<file path="src/rtl/vs_mux_rr_arbiter.sv">
// vs_mux_rr_arbiter: four-way round-robin arbiter feeding one shared
// 4:1 data mux and a one-entry valid/ready output buffer.
//
// Ports:
//   clk, rst_n       clock, async active-low reset
//   in_valid[3:0]    per-requester valid (bit i = requester i)
//   in_data0..3      per-requester data, WIDTH bits each
//   in_ready[3:0]    per-requester ready, one-hot or zero
//   out_valid        output buffer holds a word
//   out_data         buffered word
//   out_sel          requester index that supplied out_data
//   out_ready        consumer accepts out_data
//   xfer_count       completed output transfers, wraps at 2^CNT_WIDTH
module vs_mux_rr_arbiter #(
    parameter int WIDTH     = 4,
    parameter int CNT_WIDTH = 16
) (
    input  logic                 clk,
    input  logic                 rst_n,
    input  logic [3:0]           in_valid,
    input  logic [WIDTH-1:0]     in_data0,
    input  logic [WIDTH-1:0]     in_data1,
    input  logic [WIDTH-1:0]     in_data2,
    input  logic [WIDTH-1:0]     in_data3,
    output logic [3:0]           in_ready,
    output logic                 out_valid,
    output logic [WIDTH-1:0]     out_data,
    output logic [1:0]           out_sel,
    input  logic                 out_ready,
    output logic [CNT_WIDTH-1:0] xfer_count
);

    typedef enum logic {
        EMPTY = 1'b0,
        FULL  = 1'b1
    } state_t;

    localparam logic [CNT_WIDTH-1:0] CNT_ONE =
        {{(CNT_WIDTH-1){1'b0}}, 1'b1};

    state_t                 state_q;
    logic   [1:0]           ptr_q;
    logic   [WIDTH-1:0]     data_q;
    logic   [1:0]           sel_q;
    logic   [CNT_WIDTH-1:0] cnt_q;

    logic   [7:0]           valid_dbl;
    logic   [7:0]           valid_shf;
    logic   [3:0]           valid_rot;
    logic   [1:0]           offset;
    logic   [1:0]           grant;
    logic   [WIDTH-1:0]     mux_data;
    logic                   any_valid;
    logic                   can_accept;
    logic                   in_xfer;
    logic                   out_xfer;

    // Rotate the request vector so that bit 0 is the requester the
    // pointer currently favours; the first set bit is then the
    // distance from ptr to the winner.
    always_comb begin
        valid_dbl = {in_valid, in_valid};
        valid_shf = valid_dbl >> ptr_q;
        valid_rot = valid_shf[3:0];
    end

    always_comb begin
        offset = 2'd0;
        if (valid_rot[0]) begin
            offset = 2'd0;
        end else if (valid_rot[1]) begin
            offset = 2'd1;
        end else if (valid_rot[2]) begin
            offset = 2'd2;
        end else if (valid_rot[3]) begin
            offset = 2'd3;
        end
    end

    // Two-bit add wraps naturally back to the absolute index.
    assign grant = ptr_q + offset;

    always_comb begin
        mux_data = '0;
        unique case (grant)
            2'd0: mux_data = in_data0;
            2'd1: mux_data = in_data1;
            2'd2: mux_data = in_data2;
            2'd3: mux_data = in_data3;
            default: mux_data = '0;
        endcase
    end

    assign any_valid  = |in_valid;
    assign can_accept = (state_q == EMPTY) || out_ready;
    assign in_xfer    = can_accept && any_valid;
    assign out_xfer   = (state_q == FULL) && out_ready;

    // Reset gates the ready bits directly so requesters see no
    // acceptance while the block is held in reset.
    always_comb begin
        in_ready = 4'b0000;
        if (rst_n && in_xfer) begin
            in_ready = 4'b0001 << grant;
        end
    end

    always_ff @(posedge clk or negedge rst_n) begin
        if (!rst_n) begin
            state_q <= EMPTY;
            ptr_q   <= 2'd0;
            data_q  <= '0;
            sel_q   <= 2'd0;
            cnt_q   <= '0;
        end else begin
            if (out_xfer) begin
                cnt_q <= cnt_q + CNT_ONE;
            end
            unique case (state_q)
                EMPTY: begin
                    if (in_xfer) begin
                        state_q <= FULL;
                    end
                end
                FULL: begin
                    // A simultaneous refill keeps the buffer full.
                    if (out_xfer && !in_xfer) begin
                        state_q <= EMPTY;
                    end
                end
                default: state_q <= EMPTY;
            endcase
            if (in_xfer) begin
                data_q <= mux_data;
                sel_q  <= grant;
                ptr_q  <= grant + 2'd1;
            end
        end
    end

    assign out_valid  = (state_q == FULL);
    assign out_data   = data_q;
    assign out_sel    = sel_q;
    assign xfer_count = cnt_q;

endmodule

</file>
<file path="config.mk">
export PLATFORM = sky130hd
export DESIGN_NAME = vs_mux_rr_arbiter
export DESIGN_NICKNAME = d
export VERILOG_FILES = /design/src/rtl/vs_mux_rr_arbiter.sv
export SDC_FILE = /design/constraint.sdc
export NUM_CORES = 1
export LEC_CHECK = 0
export BUFFER_PORTS_ARGS = -buffer_cell sky130_fd_sc_hd__buf_2
export CORE_UTILIZATION = 40
export CTS_CLUSTER_DIAMETER = 120
export DETAILED_ROUTE_END_ITERATION = 12
export PLACE_DENSITY = 0.76
export SLEW_MARGIN = 0
export SYNTH_ARGS = -nofsm -noshare
export SYNTH_HDL_FRONTEND = slang
export SYNTH_SLANG_ARGS = --single-unit
</file>
<file path="constraint.sdc">
create_clock -name clk -period 5.5 [get_ports clk]
set_clock_uncertainty 0.2 [all_clocks]
set_input_delay 0 -clock clk [delete_from_list [all_inputs] [get_ports clk]]
set_output_delay 0 -clock clk [all_outputs]
set_load 0.1 [all_outputs]
</file>
==> flow_summary.ini <==
[global_routing]
overflow = 0
grt_pass1_vias = 1217
grt_pass1_wl_mm = 5.37
grt_max_degree = 30
grt_antenna_before_repair = 0
track_usage_pct = 17.1

[setup_path]
max_stage_delay_ps = 600
crit_chain = inv_1 -> nand2_1 -> o221ai_1 -> o21ai_0 -> o221ai_1 -> ha_1 -> xnor2_1 -> xnor2_2 -> inv_1 -> ha_1 -> a221oi_1 -> dlygate4sd3_1 -> a31oi_1 -> dlygate4sd3_1
critPathTopFamily = buffers and inverters
cp_max_fo = 10
end_kind = flip-flop
crit_arrival_ps = 4150
cp-start-kind = flip-flop
cp_num_buf_inv = 4
crit_type = reg -> reg
crit_slowest_cell = dlygate4sd3_1
r2r-start = ptr_q[0]
crit_start = ptr_q[0]
required_ps = 5450

[synth]
ys_top_cells_by_count = dfrtp_1 (25), nand2_1 (19), nor2_1 (14), xnor2_1 (14), o21ai_0 (7)
ys_seq_area_share_pct = 42.3
syn-num-nets = 179
postSynthCellCount = 151
synth_warnings = 0
synth_ff_type = dfrtp_1
yosys.area.top_type = dfrtp_1
synthesis.area_um2 = 1480
async_reset_ff_share_pct = 100
synth.distinct_cells = 35
synth.most_common_cell = dfrtp_1
syn_area_per_cell_um2 = 9.79
yosys.area.top_type_share_pct = 42.3
synth_edf_count = 0
synth_area_leaders = dfrtp_1 (42%), xnor2_1 (8.3%), nand2_1 (4.8%)
synth-seq-cells = 25

[placement]
io_buffers = 49
dp.final_hpwl_mm = 2.29
gp_congestion = 0.741
dpl.cell_count = 240

[cells_and_area]
multi_input_area_um2 = 800
register_area_um2 = 626
antenna_cells = 0
final_nets = 243
fin_cells = 260
drive_above_1_share_pct = 28.5
nFillCells = 302
area_delta_synth_final_pct = 32.2

[route]
drt_wl_total_mm = 3.18
vias_per_cell = 5.02
vias = 1306
drtAntennaViolNets = 0
drt_iter0_markers = 71
firstDrtPassIters = 4
drc = 0
wire_per_inst_um = 12.2

[timing]
final_hold_viol_count = 0
setup_violations = 0
worstMarginPinSlew_ps = 641
maxSlewViolCount = 0
relSlewSlack_pct = 56.9
timing.fmax_ghz = 0.238
fin_setup_tns_ps = 0
period_share_pct = 76.3
min_period_ps = 4200
rsz0062_at_grt = no

[clocking]
clkTransAtPathRegs_ps = 90
cts_sinks = 25
htree_levels = 1
cts_made_buffers = 3
cts_setup_buffers = 0
clock_latency_ps = 270
clk_path_buf_depth = 2
cts_tree = yes
post_cts_resized = 0
root_buffer = clkbuf_8

[job]
drv_cap = 0

[hold_path]
holdCritPathClass = in -> async

[die]
core_area_um2 = 3440
num_rows = 21
ios = 50
die-height_um = 62.8
die_x_um = 62.8
start_util_pct = 43.0
die_area_um2 = 3940

[status]
status = complete, no violations
[state kept, by name, indices dropped and copies added, names as in the netlist]
signal and cells:
xfer_count 16, out_data 4, out_sel 2, ptr_q 2
out_valid 1
[kinds of logic after synthesis]
| logic type | count (synthesis) | synth area share, % |
|---|---|---|
| DFF | 25 | 42.3 |
| buffers and inverters | 10 | 3.64 |
| muxes | 9 | 6.60 |
| and+or+nand+nor | 62 | 21.1 |
| AOI/OAI and AO/OA | 22 | 11.0 |
| xor gates and xnor gates | 18 | 11.2 |
| adders and majority gates | 5 | 4.23 |
[cell usage in the layout (no fill, tap or decap), types with 2 or more instances in the layout]
master,instances
mux2_2,2
a21oi_1,2
nor3_1,3
inv_1,3
nand4_1,3
and3_1,4
nor2_1,14
nand2_1,19
dlygate4sd3_1,16
o21ai_0,7
a31oi_1,4
nand3b_1,4
a221oi_1,4
buf_2,49
dfrtp_1,25
ha_1,5
and2_1,2
mux2i_1,6
o221ai_1,2
xor2_1,3
nand3_1,5
clkbuf_8,3
nand2b_1,2
xnor2_1,14
[metal layers]
layer	global-route usage [%]	routed length [µm]	vias to the layer above
met3	2.01	138	4
li1	-	-	657
met4	6.10	45	0
met5	0	0	-
met2	30.2	1570	39
met1	21.4	1430	606
[cell type report]
| cell class | count | share of cell area [%] |
|---|---|---|
| clock inverter | 1 | 0.384 |
| sequential | 25 | 32.0 |
| timing repair buffer | 66 | 21.1 |
| clock buffer | 3 | 2.11 |
| multi-input combinational | 116 | 40.9 |
| inverter | 3 | 0.576 |
| tap | 46 | 2.94 |
[worst register-to-register path, cell delays in order (launching register included)]
cell and delay [ps]:
dfrtp_1 520, inv_1 110, nand2_1 90, o221ai_1 130
o21ai_0 100, o221ai_1 130, ha_1 230, xnor2_1 440
xnor2_2 220, inv_1 100, ha_1 270, a221oi_1 290
dlygate4sd3_1 600, a31oi_1 70, dlygate4sd3_1 560
[what timing repair did]
action | in CTS | in global routing
hold buffers | 16 | 0
endpoints found under the hold margin | 34 | 0
endpoints found under the setup margin | 0 | 0
[final timing paths]
| path | to | slack, ps | cells past startpoint |
|---|---|---|---|
| setup / recovery | out_data[0] | 1300 | 14 |
| max in group asynchronous | out_data[0] | 4650 | 2 |
| min in group clk | ptr_q[1] | 250 | 5 |
| setup reg to reg | out_data[0] | 1300 | 14 |
| hold reg to reg | xfer_count[15] | 270 | 1 |
| hold / removal | xfer_count[12] | 50 | 2 |
[stage by stage]
stage / utilization [%] / area (µm²) / hold slack (ps) / setup slack (ps)
after CTS: 56.8 / 1960 / 71.5 / 1330
final: 56.8 / 1960 / 52.0 / 1300
after floorplan: - / 1480 / -496 / 1510
after global placement: 50.7 / 1750 / -163 / 2550
after detailed placement: 50.7 / 1750 / -164 / 2400
after global routing: 56.8 / 1960 / 116 / 959
Power is left out: the tool's default activity adds up to more than one toggle a clock period on the data nets, which glitch-free logic cannot reach.
